## config.mk

```make
export PLATFORM = sky130hd
export DESIGN_NAME = neuron_seq_flat
export DESIGN_NICKNAME = d
export VERILOG_FILES = /design/src/rtl/neuron_seq_if.sv /design/src/rtl/neuron_seq.sv /design/src/flat_wrapper.sv
export SDC_FILE = /design/constraint.sdc
export NUM_CORES = 1
export LEC_CHECK = 0
export ABC_AREA = 1
export BUFFER_PORTS_ARGS = -buffer_cell sky130_fd_sc_hd__buf_4
export CORE_ASPECT_RATIO = 2
export CORE_UTILIZATION = 52
export DETAILED_ROUTE_END_ITERATION = 10
export GPL_ROUTABILITY_DRIVEN = 0
export MAX_ROUTING_LAYER = met4
export PLACE_DENSITY = 0.84
export SYNTH_ARGS = -nofsm -noshare
export SYNTH_HDL_FRONTEND = slang
export SYNTH_SLANG_ARGS = --single-unit
export TNS_END_PERCENT = 100
```

## constraint.sdc

```tcl
create_clock -name clk -period 2.55 [get_ports clk]
set_input_delay 0.3825 -clock clk [delete_from_list [all_inputs] [get_ports clk]]
set_output_delay 0.3825 -clock clk [all_outputs]
set_load 0.01 [all_outputs]
```

## src/rtl/neuron_seq_if.sv

```systemverilog
// Result handshake between the neuron sequencer (master) and the next layer (slave).
// result_valid/result_ready: a transfer happens on any rising edge where both are high.
interface neuron_seq_if;
    logic [15:0] result;
    logic [15:0] result_idx;
    logic        result_valid;
    logic        result_ready;

    modport master (output result, result_idx, result_valid, input result_ready);
    modport slave  (input result, result_idx, result_valid, output result_ready);
endinterface

```

## src/rtl/neuron_seq.sv

```systemverilog
// Sequencer feeding one neuron's (input, weight) pairs into the MAC datapath and handing off the result.
// Optional abort input (CLR/MAC/CAP -> IDLE) is compiled in with NEURON_SEQ_ABORT_EN.
module neuron_seq #(
    parameter int N   = 16,
    parameter int AW  = 4,
    parameter int WAW = 16
) (
    input  logic           clk,
    input  logic           reg_rst,
    input  logic           start,
    input  logic [15:0]    neuron_idx,
`ifdef NEURON_SEQ_ABORT_EN
    input  logic           abort,
`endif
    output logic [AW-1:0]  in_addr,
    output logic [WAW-1:0] w_addr,
    input  logic [7:0]     in_data,
    input  logic [7:0]     w_data,
    output logic [7:0]     dp_in,
    output logic [7:0]     dp_w,
    output logic           dp_ld,
    output logic           acc_clr,
    input  logic [15:0]    dp_res,
    output logic           busy,
    output logic [2:0]     state_dbg,
    neuron_seq_if.master   res
);

    typedef enum logic [2:0] {
        IDLE = 3'd0,
        CLR  = 3'd1,
        MAC  = 3'd2,
        CAP  = 3'd3,
        HOLD = 3'd4
    } state_t;

    localparam logic [AW-1:0] LAST      = AW'(N - 1);
    localparam logic [AW-1:0] FIRST_ADV = (N > 1) ? AW'(1) : AW'(0);

    state_t         state_q, state_d;
    logic [AW-1:0]  cnt_q, cnt_d;
    logic [AW-1:0]  in_addr_q, in_addr_d;
    logic [WAW-1:0] w_addr_q, w_addr_d;
    logic [WAW-1:0] base_q, base_d;
    logic [15:0]    idx_q, idx_d;
    logic [15:0]    result_q, result_d;
    logic [15:0]    result_idx_q, result_idx_d;
    logic           valid_q, valid_d;
    logic           dp_ld_q, dp_ld_d;
    logic           acc_clr_q, acc_clr_d;

    logic [AW:0]    cnt_p2;
    logic [AW-1:0]  adv_addr;
    logic [WAW-1:0] base_start;
    logic           abort_hit;

    assign base_start = WAW'(32'(neuron_idx) * 32'(N));
    // Memories are one cycle behind the address, so MAC pair c presents address c+1 (clamped at the last pair).
    assign cnt_p2     = {1'b0, cnt_q} + (AW + 1)'(2);
    assign adv_addr   = (cnt_p2 <= {1'b0, LAST}) ? cnt_p2[AW-1:0] : LAST;

`ifdef NEURON_SEQ_ABORT_EN
    assign abort_hit = abort && (state_q inside {CLR, MAC, CAP});
`else
    assign abort_hit = 1'b0;
`endif

    always_comb begin
        state_d      = state_q;
        cnt_d        = cnt_q;
        in_addr_d    = in_addr_q;
        w_addr_d     = w_addr_q;
        base_d       = base_q;
        idx_d        = idx_q;
        result_d     = result_q;
        result_idx_d = result_idx_q;
        valid_d      = valid_q;
        dp_ld_d      = 1'b0;
        acc_clr_d    = 1'b0;

        case (state_q)
            IDLE: begin
                if (start) begin
                    state_d   = CLR;
                    idx_d     = neuron_idx;
                    base_d    = base_start;
                    cnt_d     = '0;
                    in_addr_d = '0;
                    w_addr_d  = base_start;
                    acc_clr_d = 1'b1;
                end
            end
            CLR: begin
                state_d   = MAC;
                cnt_d     = '0;
                dp_ld_d   = 1'b1;
                in_addr_d = FIRST_ADV;
                w_addr_d  = base_q + WAW'(FIRST_ADV);
            end
            MAC: begin
                if (cnt_q == LAST) begin
                    state_d = CAP;
                end else begin
                    cnt_d     = cnt_q + AW'(1);
                    dp_ld_d   = 1'b1;
                    in_addr_d = adv_addr;
                    w_addr_d  = base_q + WAW'(adv_addr);
                end
            end
            CAP: begin
                state_d      = HOLD;
                result_d     = dp_res;
                result_idx_d = idx_q;
                valid_d      = 1'b1;
            end
            HOLD: begin
                if (valid_q && res.result_ready) begin
                    valid_d = 1'b0;
                    state_d = IDLE;
                end
            end
            default: state_d = IDLE;
        endcase

        // Abort discards the partial sum: clear the accumulator once and skip capture.
        if (abort_hit) begin
            state_d      = IDLE;
            dp_ld_d      = 1'b0;
            acc_clr_d    = 1'b1;
            result_d     = result_q;
            result_idx_d = result_idx_q;
            valid_d      = valid_q;
        end
    end

    always_ff @(posedge clk or negedge reg_rst) begin
        if (!reg_rst) begin
            state_q      <= IDLE;
            cnt_q        <= '0;
            in_addr_q    <= '0;
            w_addr_q     <= '0;
            base_q       <= '0;
            idx_q        <= '0;
            result_q     <= '0;
            result_idx_q <= '0;
            valid_q      <= 1'b0;
            dp_ld_q      <= 1'b0;
            acc_clr_q    <= 1'b0;
        end else begin
            state_q      <= state_d;
            cnt_q        <= cnt_d;
            in_addr_q    <= in_addr_d;
            w_addr_q     <= w_addr_d;
            base_q       <= base_d;
            idx_q        <= idx_d;
            result_q     <= result_d;
            result_idx_q <= result_idx_d;
            valid_q      <= valid_d;
            dp_ld_q      <= dp_ld_d;
            acc_clr_q    <= acc_clr_d;
        end
    end

    assign in_addr          = in_addr_q;
    assign w_addr           = w_addr_q;
    assign dp_in            = in_data;
    assign dp_w             = w_data;
    assign dp_ld            = dp_ld_q;
    assign acc_clr          = acc_clr_q;
    assign busy             = (state_q != IDLE);
    assign state_dbg        = state_q;
    assign res.result       = result_q;
    assign res.result_idx   = result_idx_q;
    assign res.result_valid = valid_q;

endmodule

```

## src/flat_wrapper.sv

```systemverilog
// flat-port wrapper written by rule: the top's interface ports become plain ports
module neuron_seq_flat 
#(
    parameter int N   = 16,
    parameter int AW  = 4,
    parameter int WAW = 16
)
  (clk, reg_rst, start, neuron_idx, in_addr, w_addr, in_data, w_data, dp_in, dp_w, dp_ld, acc_clr, dp_res, busy, state_dbg, res_result, res_result_idx, res_result_valid, res_result_ready);
  neuron_seq_if res_i ();
  input  logic clk;
  input  logic reg_rst;
  input  logic start;
  input  logic [15:0] neuron_idx;
  output logic [AW-1:0] in_addr;
  output logic [WAW-1:0] w_addr;
  input  logic [7:0] in_data;
  input  logic [7:0] w_data;
  output logic [7:0] dp_in;
  output logic [7:0] dp_w;
  output logic dp_ld;
  output logic acc_clr;
  input  logic [15:0] dp_res;
  output logic busy;
  output logic [2:0] state_dbg;
  output wire logic [$bits(res_i.result)-1:0] res_result;
  output wire logic [$bits(res_i.result_idx)-1:0] res_result_idx;
  output wire logic [$bits(res_i.result_valid)-1:0] res_result_valid;
  input wire logic [$bits(res_i.result_ready)-1:0] res_result_ready;
  assign res_result = res_i.result;
  assign res_result_idx = res_i.result_idx;
  assign res_result_valid = res_i.result_valid;
  assign res_i.result_ready = res_result_ready;
  neuron_seq #(.N(N), .AW(AW), .WAW(WAW)) u_core (.clk(clk), .reg_rst(reg_rst), .start(start), .neuron_idx(neuron_idx), .in_addr(in_addr), .w_addr(w_addr), .in_data(in_data), .w_data(w_data), .dp_in(dp_in), .dp_w(dp_w), .dp_ld(dp_ld), .acc_clr(acc_clr), .dp_res(dp_res), .busy(busy), .state_dbg(state_dbg), .res(res_i));
endmodule
```

# After elaboration in Yosys (flattened, before gate mapping)
# Cells that the tools add are included.
# word_totals
reg_bits	90
inputBits	52
output_inout_bits	75
wordCells	53
# op_classes
add_sub_neg	4
order_cmp	1
eq_ne	9
mux	19
reduce_logical	9
# ops
operator	n
16-bit case mux with 3 select lines	1
16-bit 2-to-1 mux	2
4-bit case mux with 3 select lines	2
16-bit by 1-bit adder with 16-bit output, second input constant	1
16-bit by 4-bit adder with 16-bit output	1
4-bit 2-to-1 mux	4
3-bit case mux with 5 select lines	1
3-bit 2-to-1 mux	3
3-bit by 2-bit == test with 1-bit output, second input constant	2
3-bit AND reduction	2
3-bit nonzero test	2
4-bit by 2-bit adder with 5-bit output, second input constant	1
5-bit by 4-bit <= comparator with 1-bit output, second input constant	1
4-bit by 1-bit adder with 4-bit output, second input constant	1
4-bit == test, second input constant	1
1-bit 2-to-1 mux	4
2-bit by 1-bit != test with 1-bit output, second input constant	2
2-bit != test, second input constant	2
1-bit case mux with 2 select lines	2
2-bit AND reduction	2
3-bit by 1-bit == test with 1-bit output, second input constant	1
3-bit == test, second input constant	1
3-bit zero test	1
2-bit nonzero test	1
1-bit logical AND	1

# Logic depth before layout (Yosys ltp)
# depth
ltp_word	6
ltp_mapped	8
depth_no_buf	8

# Worst setup path after synthesis
# Ideal clock, no wire load.
# synth_path
path_kind	register to register
startpoint	register u_core.cnt_q[0]
endpoint	register u_core.w_addr_q[1], in the netlist u_core.w_addr[1]
setup_ns	0.116
arrival_time_ns	1.282
required_ns	2.434
path_slack_ns	1.152
path_stages_with_launch	9
n_path_buf	1
synth_period_minus_slack_ns	1.398
path_cell_list	dfrtp_1 > ha_1 > nand3_1 > nand3_2 > nand2_1 > nand2_1 > buf_2 > nand2_1 > nand2_1
# synth_between
elab_chain_len	6
elab_cells_between_ends	9
cone_classes	2 x add/sub; 1 x order compare; 2 x eq/ne; 3 x mux; 1 x reduce/logical
# synth_rtl
element	line	source
start: declaration	neuron_seq.sv:41	logic [AW-1:0] cnt_q, cnt_d;
start signal: assignment	neuron_seq.sv:151	cnt_q <= cnt_d;
4-bit by 2-bit adder with 5-bit output	neuron_seq.sv:59	assign cnt_p2 = {1'b0, cnt_q} + (AW + 1)'(2);
5-bit by 4-bit <= comparator with 1-bit output	neuron_seq.sv:60	assign adv_addr = (cnt_p2 <= {1'b0, LAST}) ? cnt_p2[AW-1:0] : LAST;
4-bit 2-to-1 mux	neuron_seq.sv:60	
16-bit by 4-bit adder with 16-bit output	neuron_seq.sv:107	w_addr_d = base_q + WAW'(adv_addr);
16-bit 2-to-1 mux	neuron_seq.sv:101	if (cnt_q == LAST) begin
16-bit case mux with 3 select lines	neuron_seq.sv:81	case (state_q)
end signal: assignment	neuron_seq.sv:153	w_addr_q <= w_addr_d;
end: declaration	neuron_seq.sv:43	logic [WAW-1:0] w_addr_q, w_addr_d;
# Parallel ways exist; a longest one is shown, timed or not. The select of a mux whose other input is x is not followed.
# A chain may end at the register's enable or synchronous reset.

# Worst setup path after layout
# layout_path
startpoint	register u_core.cnt_q[0]
endpoint	register u_core.w_addr_q[12], in the netlist u_core.w_addr[12]
# Same word-level chain as after synthesis.

==> summary.txt <==
Global route
  • Vias in the first global route: 2587
  • Largest net degree at the start of global routing: 75
  • GRT Resource Usage Total: 24.8%
  • Total grt overflow: 0
  • Global-route wire length before repair: 11800 µm
  • Initial antenna violation count: 0

Layout
  • Fin nets: 483
  • Final Util: 68.9%
  • Area delta synth->final: 27.5%
  • Share of post-route cells with drive strength above 1: 27.1%
  • Diodes inserted: 0

Timing
  • Final setup vio count: 0
  • Hold_ws: 0.185 ns
  • Final TNS setup: 0 ns
  • Clk_skew: 0.00451 ns
  • Max_slew headroom: 38.1%
  • Worst-Margin Slew: 0.928 ns
  • Fin. max-slew vios: 0
  • RSZ-0062 raised after global routing: no
  • Final period util: 77.4%
  • Final critical-path required period: 1.97 ns
  • Max Fclk: 507 MHz
  • Final Hold Viols: 0

Critical path
  • Crit path kind: reg2reg
  • Slowest CP cell: dfrtp_1
  • Top delay family on crit path: simple AND/OR/NAND/NOR gates
  • Type of origin of the critical path: flip-flop
  • Bufs and invs on worst path: 0
  • Worst Path Max Fanout: 20
  • Data required time of the critical path: 2.77 ns
  • Worst path max stage delay: 0.46 ns
  • Crit end category: flip-flop
  • Most frequent CP cell: nand2_1
  • Cell breakdown of the critical path: ha_1 > nand3_1 > nand3_2 > nand2_1 > nand2_1 > nand2_1 > nand2_1
  • Arrival time at the worst endpoint: 2.19 ns

Yosys
  • Mapped Cells: 355
  • Ys async rst share: 100%
  • Yosys warning count: 0
  • Syn nets: 411
  • Post-synthesis register bit count: 74
  • Post-Synthesis Cell Area: 0.00327 mm²
  • Synth area leader: dfrtp_1
  • Register area share after synthesis: 56.6%
  • Area contributors post-synth: dfrtp_1 (57%), nand2_1 (15%), mux2_1 (5.5%)
  • Prevailing post-synth register cell: dfrtp_1
  • Post-synth EDFFs: 0
  • Yosys top cell area share: 56.6%
  • Yosys cell types: 21
  • Average cell area after synthesis: 9.22 µm²

Floorplanning
  • Die area: 0.00663 mm²
  • Die Wd: 58.1 µm
  • I/O Pins: 127
  • Row count: 40
  • Initial core utilization: 54.0%
  • Die H: 114 µm
  • Core area: 0.00606 mm²

Flow run
  • Max-cap viol count: 0

Routing
  • Antenna Violating Nets Remaining: 0
  • Iteration-0 DRC Markers: 103
  • Routed vias: 2541
  • Routed len/inst: 13.8 µm
  • Total wire length: 7130 µm
  • DRC viols: 0
  • DR vias/cell: 4.92
  • Drt first pass iters: 5

Clock tree
  • CTS Hold Buffers Added: 0
  • CTS resizes: 0
  • Clk_lat worst skew: 0.33 ns
  • Clock root buffer: clkbuf_16
  • CTS max path bufs: 2
  • TritonCTS clock tree: done
  • Clock sink count: 74
  • H-tree depth: 3
  • Post-CTS setup buffer count: 0
  • CTS Buf Count: 9
  • Clk pin slew, worst setup/hold paths: 0.05 ns

Placed design
  • Number of port buffers: 94
  • DP Wirelength: 4990 µm

Power and ir drop
  • Sw Share: 37.5%
  • Part of the power in registers: 36.3%
  • Max VDD drop: 0.831 mV
  • Sw power: 0.00213 W
  • Internal cell power: 0.00354 W
  • Comb pwr share: 41.7%
  • PwrDens: 1360 mW/mm²
  • Clock power frac: 22.0%
  • Leakage: 2.23 nW

Status
  • Status: completed

Hold path
  • Hold crit path type: in2async
[placed cells by master (no fill, tap or decap), drive strengths merged]
master | synthesis | routed
nand3b | 2 | 2
xor2 | 1 | 1
o21ai | 33 | 33
buf | 32 | 95
nand3 | 27 | 27
ha | 4 | 4
bufinv | 0 | 1
nor3 | 1 | 1
clkinv | 0 | 1
nand2 | 129 | 129
clkbuf | 2 | 14
a21oi | 2 | 2
or2 | 1 | 1
inv | 24 | 24
mux2 | 16 | 16
nor2 | 7 | 7
dfrtp | 74 | 74
[cells in the mapped netlist (2+ instances only)]
library cell	n
buf_4	22
o21ai_1	16
buf_2	10
nand3_1	25
inv_2	3
ha_1	4
inv_1	21
nand3b_1	2
nand2_1	129
mux2_1	16
o21ai_0	17
nor2_1	6
dfrtp_1	74
nand3_2	2
clkbuf_1	2
[final timing paths]
kind / from / to / slack, ns / depth (start not counted)
hold reg to reg: u_core.w_addr[11] / u_core.w_addr[11] / 0.49 / 2
setup / recovery: u_core.cnt_q[0] / u_core.w_addr[12] / 0.58 / 7
hold / removal: reg_rst / u_core.res.result[1] / 0.19 / 1
max in group asynchronous: reg_rst / u_core.res.result_idx[7] / 1.76 / 1
setup reg to reg: u_core.cnt_q[0] / u_core.w_addr[12] / 0.58 / 7
min in group clk: dp_res[7] / u_core.res.result[7] / 0.26 / 2
[power groups by stage]
stage          Combinational (W)  Clock [W]  Sequential (W)
3_3_place_gp             0.00230          0         0.00204
4_1_cts                  0.00239    0.00127         0.00205
5_1_grt                  0.00265    0.00132         0.00211
2_1_floorplan            0.00130          0         0.00219
6_report                 0.00236    0.00125         0.00205
3_5_place_dp             0.00237          0         0.00206
[worst reg2reg max path: stages (launching register included)]
cell,delay [ns]
dfrtp_1,0.46
ha_1,0.26
nand3_1,0.13
nand3_2,0.17
nand2_1,0.15
nand2_1,0.41
nand2_1,0.22
nand2_1,0.07
[routing by layer]
layer  GRT usage (%)  vias to the layer above  share of wire, %
li1                -                     1253                 -
met1            26.8                     1195                38
met2            41.8                       73                55
met3            6.78                       20               4.1
met4            10.5                        0               2.7
met5               -                        -                 0
[cell families (layout without fill, tap and decap cells)]
family | after synthesis | in the layout | synth area share (%)
compound gates | 35 | 35 | 5.47
fa+ha+maj | 4 | 4 | 1.53
xor+xnor | 1 | 1 | 0.268
flops | 74 | 74 | 56.6
mux | 16 | 16 | 5.51
buf+inv | 58 | 135 | 9.56
simple gates | 167 | 167 | 21.1
[flip-flops by register name (all words and copies together) (netlist names)]
name                     flops
u_core.idx_q                16
u_core.cnt_q                 4
u_core.res.result           16
u_core.state_dbg             3
u_core.dp_ld                 1
u_core.res.result_idx       16
u_core.acc_clr               1
u_core.res.result_valid      1
u_core.w_addr               16
[per-stage QoR]
step,instance area (µm²),total power [W],cells,worst slack (ns)
global route,4170,0.00609,516,0.376
floorplan,3270,0.00349,355,1.15
global placement,3870,0.00434,500,0.683
finish,4170,0.00566,516,0.576
CTS,4170,0.00571,516,0.591
detailed placement,3870,0.00443,500,0.644
[cell type report]
class                           instances  area (µm²)
Timing Repair Buffer                   95         713
Inverter                               24        90.1
Clock buffer                           14         264
Multi-Input combinational cell        223        1110
Tap cell                               84         105
Fill cell                             467        1880
Clock inverter                          2        35.0
Sequential cell                        74        1850
No activity file was read; power rests on OpenSTA's default activity.
